### src/rtl/spu_controller.sv
// spu_controller: multicycle sequencer for spu_datapath.
// It fetches a 16-bit instruction, decodes it, and spends one execute cycle driving the
// datapath controls. A taken JMPZ adds one extra cycle for the PC update.
// Instruction fields: op=IR[15:12], ra=IR[11:8], rb=IR[7:4], rc=IR[3:0], imm8=IR[7:0].
// Ports:
//   clk, rst (async active-low), start       control inputs
//   halted                                    high while in HALT
//   i_addr, i_rd, i_data                      instruction memory (combinational read)
//   d_addr, d_rd, d_wr                        data memory strobes
//   rf_w_addr/wr, rf_rp_addr/rd, rf_rq_addr/rd register file controls
//   rf_s1/rf_s0, alu_s1/alu_s0, loac          write-mux select, ALU select, constant
//   pco_en                                    rf port-p data == 0, used by JMPZ
// All outputs are a Moore decode of the state register and IR.
module spu_controller #(
  parameter int unsigned PC_W  = 8,
  parameter int unsigned DM_AW = 8
) (
  input  logic             clk,
  input  logic             rst,
  input  logic             start,
  output logic             halted,
  output logic [PC_W-1:0]  i_addr,
  output logic             i_rd,
  input  logic [15:0]      i_data,
  output logic [DM_AW-1:0] d_addr,
  output logic             d_rd,
  output logic             d_wr,
  output logic [3:0]       rf_w_addr,
  output logic             rf_w_wr,
  output logic [3:0]       rf_rp_addr,
  output logic             rf_rp_rd,
  output logic [3:0]       rf_rq_addr,
  output logic             rf_rq_rd,
  output logic             rf_s1,
  output logic             rf_s0,
  output logic             alu_s1,
  output logic             alu_s0,
  output logic [7:0]       loac,
  input  logic             pco_en
);

  localparam int unsigned XW = (PC_W > 8) ? PC_W : 8;

  typedef enum logic [3:0] {
    S_IDLE, S_FETCH, S_DECODE, S_LOAD, S_STORE, S_ADD,
    S_LOADC, S_SUB, S_JMPZ, S_JMP, S_HALT
  } state_e;

  state_e          state_q, state_d;
  logic [PC_W-1:0] pc_q, pc_d;
  logic [15:0]     ir_q, ir_d;

  logic [3:0] op, ra, rb, rc;
  logic [7:0] imm8;
  assign op   = ir_q[15:12];
  assign ra   = ir_q[11:8];
  assign rb   = ir_q[7:4];
  assign rc   = ir_q[3:0];
  assign imm8 = ir_q[7:0];

  // PC already points one past the JMPZ, so the relative target needs a -1.
  logic [XW-1:0]   off_ext, jmp_sum;
  logic [PC_W-1:0] jmp_tgt;
  assign off_ext = XW'($signed(imm8));
  assign jmp_sum = XW'(pc_q) + off_ext - XW'(1);
  assign jmp_tgt = jmp_sum[PC_W-1:0];

  // State, PC and IR registers.
  always_ff @(posedge clk or negedge rst) begin
    if (!rst) begin
      state_q <= S_IDLE;
      pc_q    <= '0;
      ir_q    <= '0;
    end else begin
      state_q <= state_d;
      pc_q    <= pc_d;
      ir_q    <= ir_d;
    end
  end

  // Next-state, PC and IR update.
  always_comb begin
    state_d = state_q;
    pc_d    = pc_q;
    ir_d    = ir_q;
    unique case (state_q)
      S_IDLE: begin
        pc_d = '0;
        if (start) state_d = S_FETCH;
      end
      S_FETCH: begin
        ir_d    = i_data;
        pc_d    = pc_q + PC_W'(1);
        state_d = S_DECODE;
      end
      S_DECODE: begin
        case (op)
          4'd0:    state_d = S_LOAD;
          4'd1:    state_d = S_STORE;
          4'd2:    state_d = S_ADD;
          4'd3:    state_d = S_LOADC;
          4'd4:    state_d = S_SUB;
          4'd5:    state_d = S_JMPZ;
          default: state_d = S_HALT;
        endcase
      end
      S_LOAD, S_STORE, S_ADD, S_LOADC, S_SUB: state_d = S_FETCH;
      S_JMPZ: state_d = pco_en ? S_JMP : S_FETCH;
      S_JMP: begin
        pc_d    = jmp_tgt;
        state_d = S_FETCH;
      end
      S_HALT: begin
        if (start) state_d = S_IDLE;
      end
      default: state_d = S_IDLE;
    endcase
  end

  // Moore output decode; IDLE (the reset state) drives everything to 0.
  always_comb begin
    halted     = 1'b0;
    i_addr     = '0;
    i_rd       = 1'b0;
    d_addr     = '0;
    d_rd       = 1'b0;
    d_wr       = 1'b0;
    rf_w_addr  = '0;
    rf_w_wr    = 1'b0;
    rf_rp_addr = '0;
    rf_rp_rd   = 1'b0;
    rf_rq_addr = '0;
    rf_rq_rd   = 1'b0;
    rf_s1      = 1'b0;
    rf_s0      = 1'b0;
    alu_s1     = 1'b0;
    alu_s0     = 1'b0;
    loac       = '0;
    case (state_q)
      S_FETCH: begin
        i_rd   = 1'b1;
        i_addr = pc_q;
      end
      S_LOAD: begin
        d_addr    = DM_AW'(imm8);
        d_rd      = 1'b1;
        rf_s0     = 1'b1;
        rf_w_addr = ra;
        rf_w_wr   = 1'b1;
      end
      S_STORE: begin
        d_addr     = DM_AW'(imm8);
        d_wr       = 1'b1;
        rf_rp_addr = ra;
        rf_rp_rd   = 1'b1;
      end
      S_ADD, S_SUB: begin
        rf_rp_addr = rb;
        rf_rp_rd   = 1'b1;
        rf_rq_addr = rc;
        rf_rq_rd   = 1'b1;
        alu_s0     = (state_q == S_ADD);
        alu_s1     = (state_q == S_SUB);
        rf_w_addr  = ra;
        rf_w_wr    = 1'b1;
      end
      S_LOADC: begin
        rf_s1     = 1'b1;
        loac      = imm8;
        rf_w_addr = ra;
        rf_w_wr   = 1'b1;
      end
      S_JMPZ: begin
        rf_rp_addr = ra;
        rf_rp_rd   = 1'b1;
      end
      S_HALT: halted = 1'b1;
      default: ;
    endcase
  end

endmodule

### config.mk
export PLATFORM = sky130hd
export DESIGN_NAME = spu_controller
export DESIGN_NICKNAME = d
export VERILOG_FILES = /design/src/rtl/spu_controller.sv
export SDC_FILE = /design/constraint.sdc
export NUM_CORES = 1
export LEC_CHECK = 0
export BUFFER_PORTS_ARGS = -buffer_cell sky130_fd_sc_hd__buf_2
export CAP_MARGIN = 20
export CORE_MARGIN = 5
export CORE_UTILIZATION = 30
export CTS_BUF_LIST = sky130_fd_sc_hd__clkbuf_8 sky130_fd_sc_hd__clkbuf_16
export DETAILED_ROUTE_END_ITERATION = 12
export HOLD_SLACK_MARGIN = 0.15
export MAX_ROUTING_LAYER = met4
export RECOVER_POWER = 100
export SETUP_SLACK_MARGIN = 0.3
export SLEW_MARGIN = 10
export SYNTH_ARGS = -nofsm -noshare
export SYNTH_HDL_FRONTEND = slang
export SYNTH_SLANG_ARGS = --single-unit
### constraint.sdc
create_clock -name clk -period 2.95 [get_ports clk]
set_input_delay 0.295 -clock clk [delete_from_list [all_inputs] [get_ports clk]]
set_output_delay 0.295 -clock clk [all_outputs]
set_load 0.03 [all_outputs]
Yosys cells after proc, flatten, opt, wreduce, memory -nomap -nowiden
Index checks and enable logic that the tools add are counted.

$add $sub $neg: 3. Eq/ne operators: 17. Mux-type cells: 22. Reductions and logical operators: 10.

Operators with widths (count): case mux 4 bit (6 select lines) (2); equality test 4 x 3 -> 1 bit, second input constant (6); two-way mux 8 bit (3); case mux 8 bit (3 select lines) (1); two-way mux 4 bit (5); equality test 4 x 2 -> 1 bit, second input constant (4); equality test 4 bit, second input constant (3); two-way mux 1 bit (10); adder 8 x 1 -> 8 bit, second input constant (1); adder 8 bit (1); equality test 4 x 1 -> 1 bit, second input constant (2); zero test 4 bit (2); case mux 4 bit (2 select lines) (1); OR reduction 4 bit (2); subtractor 8 x 1 -> 8 bit, second input constant (1); OR reduction 2 bit (3); OR reduction 6 bit (1); inequality test 2 bit, second input constant (2); nonzero test 3 bit (1); AND reduction 2 bit (1).

Bits in registers: 28. Bits of input ports: 20. Output and inout bits: 47. Word-level logic and storage cells: 55.

Longest topological paths before layout
Word-level depth: 3. Gate-level depth with buffers: 11. Depth with buffers taken out: 11.

Worst setup path before layout
OpenSTA, ideal clock, no wires.

Path kind: reg2out. Start point: register state_q[1]. End point: output rf_w_addr[0]. Arrival time: 1754 ps. Data required time: 2655 ps. Setup slack: 901 ps. Stages on the path, launching flop included: 5. Buffers on the path: 1. Cell sequence: dfrtp_1 > clkbuf_1 > o21ai_0 > a21oi_1 > and2_1.

Word-level cells in the longest chain between the ends: 3. Elaborated cells on any way between the ends: 6. Classes of those cells: eq/ne: 4; mux: 1; reduce/logical: 1.

RTL lines: start, declared (line 49) `state_e state_q, state_d;`; start signal, assigned (line 75) `state_q <= state_d;`; equality test 4 x 3 -> 1 bit / equality test 4 x 2 -> 1 bit (equally long branches) (line 139) `case (state_q)`; OR reduction 4 bit (no line) (*); two-way mux 4 bit (*) (line 139); end, declared (line 28) `output logic [3:0] rf_w_addr,`.

Every way passes the cells marked *; elsewhere a longest branch is shown, timed or not.

Worst setup path in the final report
Start point: register state_q[3]. End point: output i_addr[7].

Word-level cells in the longest chain between the ends: 2.

RTL lines: equality test 4 x 1 -> 1 bit (line 139); two-way mux 8 bit (line 139); end, declared (line 22) `output logic [PC_W-1:0] i_addr,`.

No other way between the ends.

==> results.sh <==
export IMPL_initial_core_util_pct=30.6
export IMPL_multi_input_area_um2=1170
export IMPL_post_route_util_pct=36.4
export IMPL_drtAntennaViolNets=0
export IMPL_viasPerCell=5.10
export IMPL_syn_to_final_growth_pct=18.9
export IMPL_fmax_ghz=0.380
export IMPL_syn_avg_cell_area_um2=7.68
export IMPL_synthArstFlopShare_pct=100
export IMPL_cp_slowest_cell="or3_4"
export IMPL_htree_levels=1
export IMPL_clkSlewWorstSetupHoldPaths_ns=0.11
export IMPL_drive_gt1_share_pct=10.7
export IMPL_hp_start="i_data[8]"
export IMPL_drt_iter0_markers=137
export IMPL_die_area_um2=8610
export IMPL_fp_dieH_um=92.8
export IMPL_grt_usage_pct=14.6
export IMPL_ys_types=49
export IMPL_num_rows=30
export IMPL_clk_latency_ns=0.29
export IMPL_cts_buffers=3
export IMPL_yosysTopAreaCell="dfrtp_1"
export IMPL_p_leak_nw=1.12
export IMPL_synthFlopType="dfrtp_1"
export IMPL_p_total_w=0.00312
export IMPL_first_global_vias=1947
export IMPL_place_hpwl_mm=4.75
export IMPL_via_count=2070
export IMPL_worstSetupStartpoint="state_q[3]"
export IMPL_wl_per_cell_um=15.3
export IMPL_syn_inst=268
export IMPL_clock_skew_ns=0.0102
export IMPL_num_antenna_cells=0
export IMPL_chipWidth_um=92.8
export IMPL_synth_edf_count=0
export IMPL_clockBufferDepth=2
export IMPL_crit_chain="or3_4 > clkinv_2 > and2_0 > clkbuf_1"
export IMPL_rsz0062_at_grt="false"
export IMPL_period_share_pct=89.1
export IMPL_netlist_area_um2=2060
export IMPL_worstMarginPinSlew_ns=1.62
export IMPL_root_buffer="clkbuf_8"
export IMPL_critPathMaxStageDelay_ns=0.61
export IMPL_wirelength_mm=6.21
export IMPL_yosysMostFrequentCell="nand2_1"
export IMPL_critical_path_endpoint_type="output pin"
export IMPL_path_buf_inv=2
export IMPL_grt_pass1_wl_mm=9.88
export IMPL_synth_nets=303
export IMPL_regArea_um2=702
export IMPL_ys_ff_latch=28
export IMPL_overflow=0
export IMPL_power_density_nw_per_um2=1280
export IMPL_antenna_found_initial=0
export IMPL_portBuffers=66
export IMPL_slew_headroom_pct=-7.85
export IMPL_failed_checks="capacitance limit, slew limit"
export IMPL_ioPinCount=67
export IMPL_ys_top_cells_by_area="dfrtp_1 34%, nand2_1 8.6%, ha_1 8.5%, nor3_1 5.8%, inv_1 5.3%"
export IMPL_gp_routability_congestion=0.881
export IMPL_ys_seq_area_share_pct=34.1
export IMPL_cts_tree="built"
export IMPL_first_pass_iters=4
export IMPL_cp_max_fo=23
export IMPL_crit_path_start_kind="flop"
export IMPL_yosysTopAreaCellShare_pct=34.1
export IMPL_final_nets=362
export IMPL_hp_class="in2reg"
export IMPL_cap_viol_max_count=1
export IMPL_fin_crit_ns=2.63
export IMPL_hold_viol=0
export IMPL_clock_sinks=28
export IMPL_rr_startpoint="state_q[3]"
export IMPL_cts_setup_buffers=0
export IMPL_slew_viol_final=29
export IMPL_status="finished, violations left"
export IMPL_arrival_ns=2.33
export IMPL_ys_warn_count=0
export IMPL_core_area_um2=6720
export IMPL_peakVddDrop_mv=0.401
export IMPL_drc=0
export IMPL_finalSetupViolations=0
export IMPL_synth_commonest_cells="47 x nand2_1, 29 x inv_1, 28 x dfrtp_1, 24 x nor3_1, 23 x nor2_1"
export IMPL_critical_path_top_delay_family="simple AND/OR/NAND/NOR gates"
export IMPL_cp_data_required_time_ns=2.65
export IMPL_fill_cells=732
export IMPL_tns_ns=0
export IMPL_critPathKind="reg2out"
export IMPL_grt_max_degree=29
==> state kept, by name, indices dropped and copies added (netlist names) <==
signal	count
state_q	4
ir_q	16
pc_q	8
==> report_power, final <==
| part | internal, W | switching [W] | total (W) |
|---|---|---|---|
| logic | 0.000704 | 0.00131 | 0.00202 |
| clock network | 0.000182 | 0.000132 | 0.000314 |
| registers | 0.000557 | 0.000232 | 0.000789 |
==> cell families after synthesis <==
family | after synthesis | synth area share, %
simple gates | 123 | 28.5
xor+xnor | 4 | 1.70
buf+inv | 44 | 9.24
fa+ha+maj | 15 | 9.49
flops | 28 | 34.1
compound gates | 52 | 16.0
mux | 2 | 0.973
==> worst register-to-register path, stage by stage (launching register included) <==
cell	delay, ns
dfrtp_1	0.72
or3_4	0.42
clkinv_2	0.34
and2_0	0.29
a221oi_1	0.25
o21ai_0	0.12
==> placed cells by master (no fill, tap or decap), types with 2 or more instances in the layout <==
cell      instances
buf_2            25
o211ai_1          2
o21a_1            3
dfrtp_1          27
nand4_1           2
nor2_1           23
nand2b_1          2
and2_1            5
a21oi_1          13
nor3_1           24
a22o_1            4
xor2_1            2
mux2i_1           2
nor3b_1           4
xnor2_1           2
o221ai_1          3
and2_0            2
o21ai_0          16
nor2b_1           2
nand2_1          47
or2_2             2
clkbuf_8          3
o22ai_1           2
clkbuf_1         42
inv_1            29
ha_1             14
==> worst paths after layout <==
path	endpoint	slack [ns]	cells after the start
max reg2reg	pc_q[7]	0.70	5
max in group asynchronous	state_q[1]	0.96	2
min reg2reg	ir_q[10]	0.53	2
max	i_addr[7]	0.32	4
min in group asynchronous	ir_q[5]	0.95	2
min	ir_q[8]	0.19	3
==> final cells by class <==
type                       instances  share of cell area (%)
multi-input combinational        196                    47.7
clock buffer                       3                    1.69
sequential                        28                    28.7
timing repair buffer              68                    12.0
clock inverter                     1                    1.23
inverter                          30                    4.65
tap                               80                    4.09
==> what timing repair did <==
| item | CTS | global route |
|---|---|---|
| endpoints found under the setup margin | 0 | 6 |
| endpoints found under the hold margin | 28 | 0 |
| hold buffers | 1 | 0 |
| resized for setup | 0 | 4 |
==> through the flow <==
step,hold WS [ns],instance area (µm²),setup slack (ns),cells
6_report,0.191,2450,0.320,406
5_1_grt,0.189,2450,0.181,406
3_5_place_dp,0.369,2420,0.622,401
3_3_place_gp,0.369,2420,0.701,401
2_1_floorplan,-0.000591,2060,0.901,268
4_1_cts,0.186,2500,0.300,406
==> metal layers <==
layer	wire (µm)	vias up	GRT usage [%]
met5	0	-	-
met2	3100	60	24.3
met1	2730	978	18.9
met4	91	0	2.81
li1	-	1022	-
met3	295	10	2.60
No activity file was read; power rests on OpenSTA's default activity.
